$ cat src/rtl/dff_pkg.sv
// Shared types for the universal shift register: command opcodes and FSM states.
package dff_pkg;

  typedef enum logic [2:0] {
    OP_NOP  = 3'd0,
    OP_LOAD = 3'd1,
    OP_CLR  = 3'd2,
    OP_SHL  = 3'd3,
    OP_SHR  = 3'd4,
    OP_ASR  = 3'd5,
    OP_ROTL = 3'd6,
    OP_ROTR = 3'd7
  } shreg_op_e;

  typedef enum logic {
    ST_IDLE  = 1'b0,
    ST_SHIFT = 1'b1
  } shreg_state_e;

endpackage

$ cat src/rtl/shreg_step.sv
// One-bit step of the shift/rotate family; non-shift ops pass q through.
module shreg_step
  import dff_pkg::*;
#(
  parameter int WIDTH = 8
) (
  input  shreg_op_e        op,
  input  logic [WIDTH-1:0] q,
  input  logic             sin_lsb,
  input  logic             sin_msb,
  output logic [WIDTH-1:0] q_next
);

  always_comb begin
    q_next = q;
    case (op)
      OP_SHL:  q_next = {q[WIDTH-2:0], sin_lsb};
      OP_SHR:  q_next = {sin_msb, q[WIDTH-1:1]};
      OP_ASR:  q_next = {q[WIDTH-1], q[WIDTH-1:1]};
      OP_ROTL: q_next = {q[WIDTH-2:0], q[WIDTH-1]};
      OP_ROTR: q_next = {q[0], q[WIDTH-1:1]};
      default: q_next = q;
    endcase
  end

endmodule

$ cat src/rtl/univ_shift_reg.sv
// Universal shift register: command port, one-bit-per-clock multi-step shifts
// under a two-state FSM, with busy/done status and an en stall.
module univ_shift_reg
  import dff_pkg::*;
#(
  parameter int                 WIDTH     = 8,
  parameter logic [WIDTH-1:0]   RESET_VAL = '0,
  parameter int                 AMT_W     = $clog2(WIDTH + 1)
) (
  input  logic             clk,
  input  logic             reset,
  input  logic             en,
  input  logic             cmd_valid,
  output logic             cmd_ready,
  input  shreg_op_e        cmd_op,
  input  logic [AMT_W-1:0] cmd_amt,
  input  logic [WIDTH-1:0] d,
  input  logic             sin_lsb,
  input  logic             sin_msb,
  output logic [WIDTH-1:0] q,
  output logic [WIDTH-1:0] qbar,
  output logic             sout_msb,
  output logic             sout_lsb,
  output logic             busy,
  output logic             done
);

  localparam logic [AMT_W-1:0] W_AMT = AMT_W'(WIDTH);
  localparam logic [AMT_W-1:0] ONE   = AMT_W'(1);

  shreg_state_e     state, state_nxt;
  shreg_op_e        op_r, op_nxt, step_op;
  logic [AMT_W-1:0] cnt, cnt_nxt, n_eff;
  logic [WIDTH-1:0] q_nxt, q_step;
  logic             done_nxt;

  assign cmd_ready = (state == ST_IDLE) && en && !reset;
  assign qbar      = ~q;
  assign sout_msb  = q[WIDTH-1];
  assign sout_lsb  = q[0];
  assign busy      = (state == ST_SHIFT);
  assign n_eff     = (cmd_amt > W_AMT) ? W_AMT : cmd_amt;

  // The first step happens on the accept edge, so the step unit sees the
  // incoming op while idle and the captured op while shifting.
  assign step_op = (state == ST_SHIFT) ? op_r : cmd_op;

  shreg_step #(.WIDTH(WIDTH)) u_step (
    .op      (step_op),
    .q       (q),
    .sin_lsb (sin_lsb),
    .sin_msb (sin_msb),
    .q_next  (q_step)
  );

  always_comb begin
    state_nxt = state;
    op_nxt    = op_r;
    cnt_nxt   = cnt;
    q_nxt     = q;
    done_nxt  = 1'b0;
    if (en) begin
      if (state == ST_SHIFT) begin
        q_nxt   = q_step;
        cnt_nxt = cnt - ONE;
        if (cnt == ONE) begin
          state_nxt = ST_IDLE;
          done_nxt  = 1'b1;
        end
      end else if (cmd_valid) begin
        done_nxt = 1'b1;
        op_nxt   = cmd_op;
        case (cmd_op)
          OP_LOAD: q_nxt = d;
          OP_CLR:  q_nxt = '0;
          OP_SHL, OP_SHR, OP_ASR, OP_ROTL, OP_ROTR: begin
            if (n_eff != '0) q_nxt = q_step;
            if (n_eff > ONE) begin
              state_nxt = ST_SHIFT;
              cnt_nxt   = n_eff - ONE;
              done_nxt  = 1'b0;
            end
          end
          default: ;
        endcase
      end
    end
  end

  always_ff @(posedge clk) begin
    if (reset) begin
      state <= ST_IDLE;
      op_r  <= OP_NOP;
      cnt   <= '0;
      q     <= RESET_VAL;
      done  <= 1'b0;
    end else begin
      state <= state_nxt;
      op_r  <= op_nxt;
      cnt   <= cnt_nxt;
      q     <= q_nxt;
      done  <= done_nxt;
    end
  end

endmodule

$ cat config.mk
export PLATFORM = sky130hd
export DESIGN_NAME = univ_shift_reg
export DESIGN_NICKNAME = d
export VERILOG_FILES = /design/src/rtl/dff_pkg.sv /design/src/rtl/shreg_step.sv /design/src/rtl/univ_shift_reg.sv
export SDC_FILE = /design/constraint.sdc
export NUM_CORES = 1
export LEC_CHECK = 0
export CAP_MARGIN = 0
export CORE_MARGIN = 4
export CORE_UTILIZATION = 25
export CTS_BUF_LIST = sky130_fd_sc_hd__clkbuf_16
export CTS_CLUSTER_DIAMETER = 80
export DETAILED_ROUTE_END_ITERATION = 8
export GPL_TIMING_DRIVEN = 0
export HOLD_SLACK_MARGIN = 0.03
export PLACE_DENSITY_LB_ADDON = 0.08
export SYNTH_ARGS = -nofsm -noshare
export SYNTH_HDL_FRONTEND = slang
export SYNTH_SLANG_ARGS = --single-unit
$ cat constraint.sdc
create_clock -name clk -period 3.2 [get_ports clk]
set_clock_uncertainty 0.2 [all_clocks]
set_input_delay 0.64 -clock clk [delete_from_list [all_inputs] [get_ports clk]]
set_output_delay 0.64 -clock clk [all_outputs]
set_load 0.02 [all_outputs]
==> results.toml <==
[synthesis]
ys_seq_area_share_pct = 25.6
synth_largest_area_cell = "dfxtp_1"
syn_area_per_cell_um2 = 7.87
ys_top_cells_by_area = "dfxtp_1, nor2_1, mux2i_1, o21ai_0, nand2_1"
synth-edff-count = 0
yosys_warnings = 0
syn_area_um2 = 1330
synth-seq-cells = 17
async_reset_ff_share_pct = 0
synth_top_area_share_pct = 25.6
ys.flop_type = "dfxtp_1"
synth_fp_nets = 194
ys_types = 44
postSynthCellCount = 169

[timing]
hold_violations = 0
drv_slew = 0
setup_viol = 0
period_share_pct = 93.0
fmax_ghz = 0.336
tns_ps = 0
layout_setup_ws_ps = 222
worst-slew-pin-transition_ps = 524
period_minus_slack_ps = 2980
slew_headroom_pct = 64.0
rsz0062_at_grt = "false"

[place]
place_ws_ps = 178
dpl.hpwl_mm = 3.22
io_buffer_count = 39
place_congestion = 0.796
placed_area_um2 = 1810

[worst_setup_path]
crit_arrival_ps = 2140
r2r-end = "q[7]"
r2r_cells = 7
reg2reg_slack_ps = 1250
path_class = "in -> out"
cp-end-kind = "output port"
worst_setup_path_start_kind = "primary input"
crit_fanout = 10
required_ps = 2360
r2r-start = "busy"

[clock_network]
insertion_delay_ps = 250
cts_setup_buffers = 0
clk_path_buf_depth = 2
post_cts_resized = 0
cts_root_buf = "clkbuf_16"
cts_tree = "built"
cts_buffers = 3
hold_buffers = 0
cts_max_level = 1
clock-sinks = 17
path_clk_slew_ps = 50

[layout]
drive_gt1_share_pct = 10.4
synthToLayoutAreaGrowth_pct = 41.9
fin_area_um2 = 1890
num_antenna_cells = 0
fillers = 570
nNetsFinal = 238
post-route-util_pct = 36.7

[power_and_ir_drop]
p_comb_share_pct = 33.1
clock_power_share_pct = 33.8
seq_power_share_pct = 33.1
p_switching_mw = 0.232
p_int_mw = 0.508
ir_drop_v = 0.000161
p_sw_share_pct = 31.3
pwr_density_cell_nw_per_um2 = 392
p_leak_nw = 0.671

[min_path]
hp-class = "reg -> reg"
hold_depth = 2
min_to = "q[1]"
hold_start = "q[1]"

[drt]
drt_iter0_drc = 67
routed_via_density = 4.79
ant_nets = 0
vias = 1351
drc = 0
wl_per_cell_um = 14.8
first_pass_iters = 5
wirelength_mm = 4.18

[floorplanning]
initial_core_util_pct = 25.9
pin_count = 42
rows = 26
fp.dieW_um = 80.9
die_area_um2 = 6550
core-area_um2 = 5140
die_h_um = 80.9

[global_route]
grt_pass1_vias = 1330
antenna_found_initial = 0
grt-ovfl-total = 0
grt_max_degree = 11
grt_pass1_wl_mm = 6.80
grt_util_all_layers_pct = 13.5

[run_status]
status = "completed"

[run]
cap_violations = 0
==> critical path: stages <==
cell and delay [ps]:
clkbuf_1 350, clkbuf_1 490, nor3b_1 100, clkdlybuf4s50_1 560
==> sequential cells by signal, indices dropped and copies added, names as in the netlist <==
name,flops
q,8
op_r,3
done,1
busy,1
cnt,4
==> power by group through the flow <==
stage | registers, mW | clock network [mW] | logic [mW]
floorplan | 0.256 | 0 | 0.137
global placement | 0.248 | 0 | 0.245
detailed placement | 0.249 | 0 | 0.245
CTS | 0.244 | 0.257 | 0.247
global route | 0.247 | 0.273 | 0.268
finish | 0.244 | 0.250 | 0.245
==> synth_stat cells, drive strengths merged (2+ instances only) <==
master	instances
or3	3
mux2i	8
clkbuf	2
a41oi	2
nand3b	2
o2111a	4
inv	13
o21ai	12
nor2b	3
mux2	2
a21oi	9
nand3	5
nand2b	4
ha	4
nand2	14
xnor2	3
nor3	10
buf	6
a31oi	5
o31ai	2
o21bai	2
nor2	23
dfxtp	17
==> routing by layer <==
layer	share of wire, %	GRT usage, %	wire [um]	vias up
met5	0	0	0	-
met4	1.6	5.57	65	0
met1	51	19.2	2120	622
met3	5.8	3.22	244	6
li1	-	-	-	687
met2	42	19.1	1740	36
==> cells by family (layout without fill, tap and decap cells) <==
family | Yosys count | in the layout | synth area share (%)
AOI/OAI and AO/OA | 46 | 46 | 27.6
xor gates and xnor gates | 3 | 3 | 1.98
adders and majority gates | 4 | 4 | 3.76
buffers and inverters | 22 | 65 | 8.56
DFF | 17 | 17 | 25.6
muxes | 10 | 10 | 7.71
and+or+nand+nor | 67 | 67 | 24.8
==> area by class of cell <==
type	count	area, um^2	area share [%]
clock buffer	3	75.1	3.98
timing repair buffer	39	390	20.7
clock inverter	1	3.75	0.199
sequential	17	340	18.0
multi-input combinational	130	876	46.4
tap	70	87.6	4.64
buffer	8	61.3	3.25
inverter	14	52.6	2.79
==> metrics by stage <==
step / instances / total power, mW / hold slack [ps]
floorplan: 169 / 0.392 / 266
global placement: 278 / 0.493 / 289
detailed placement: 278 / 0.494 / 303
CTS: 282 / 0.748 / 312
global route: 282 / 0.788 / 350
finish: 282 / 0.739 / 313
==> layout by cell type (no fill, tap or decap), types with 3 or more instances in the layout <==
cell,netlist,final
or3_1,3,3
dfxtp_1,17,17
o21ai_0,11,11
inv_1,13,14
ha_1,4,4
nor2_1,22,22
nand2_1,14,14
clkdlybuf4s50_1,0,39
nor3_1,8,8
mux2i_1,8,8
clkbuf_16,0,3
buf_6,3,3
a31oi_1,4,4
nand3_1,5,5
xnor2_1,3,3
nand2b_1,4,4
nor2b_1,3,3
a21oi_1,9,9
o2111a_1,4,4
==> how the worst max path moves through the flow <==
stage,cells past startpoint,slack [ps],from,end
2_1_floorplan,3,790,reset,cmd_ready
3_3_place_gp,4,200,reset,cmd_ready
3_5_place_dp,8,180,cmd_amt[3],cnt[0]
4_1_cts,4,190,reset,cmd_ready
5_1_grt,4,110,reset,cmd_ready
6_report,4,220,reset,cmd_ready
(Power assumes the default switching activity.)
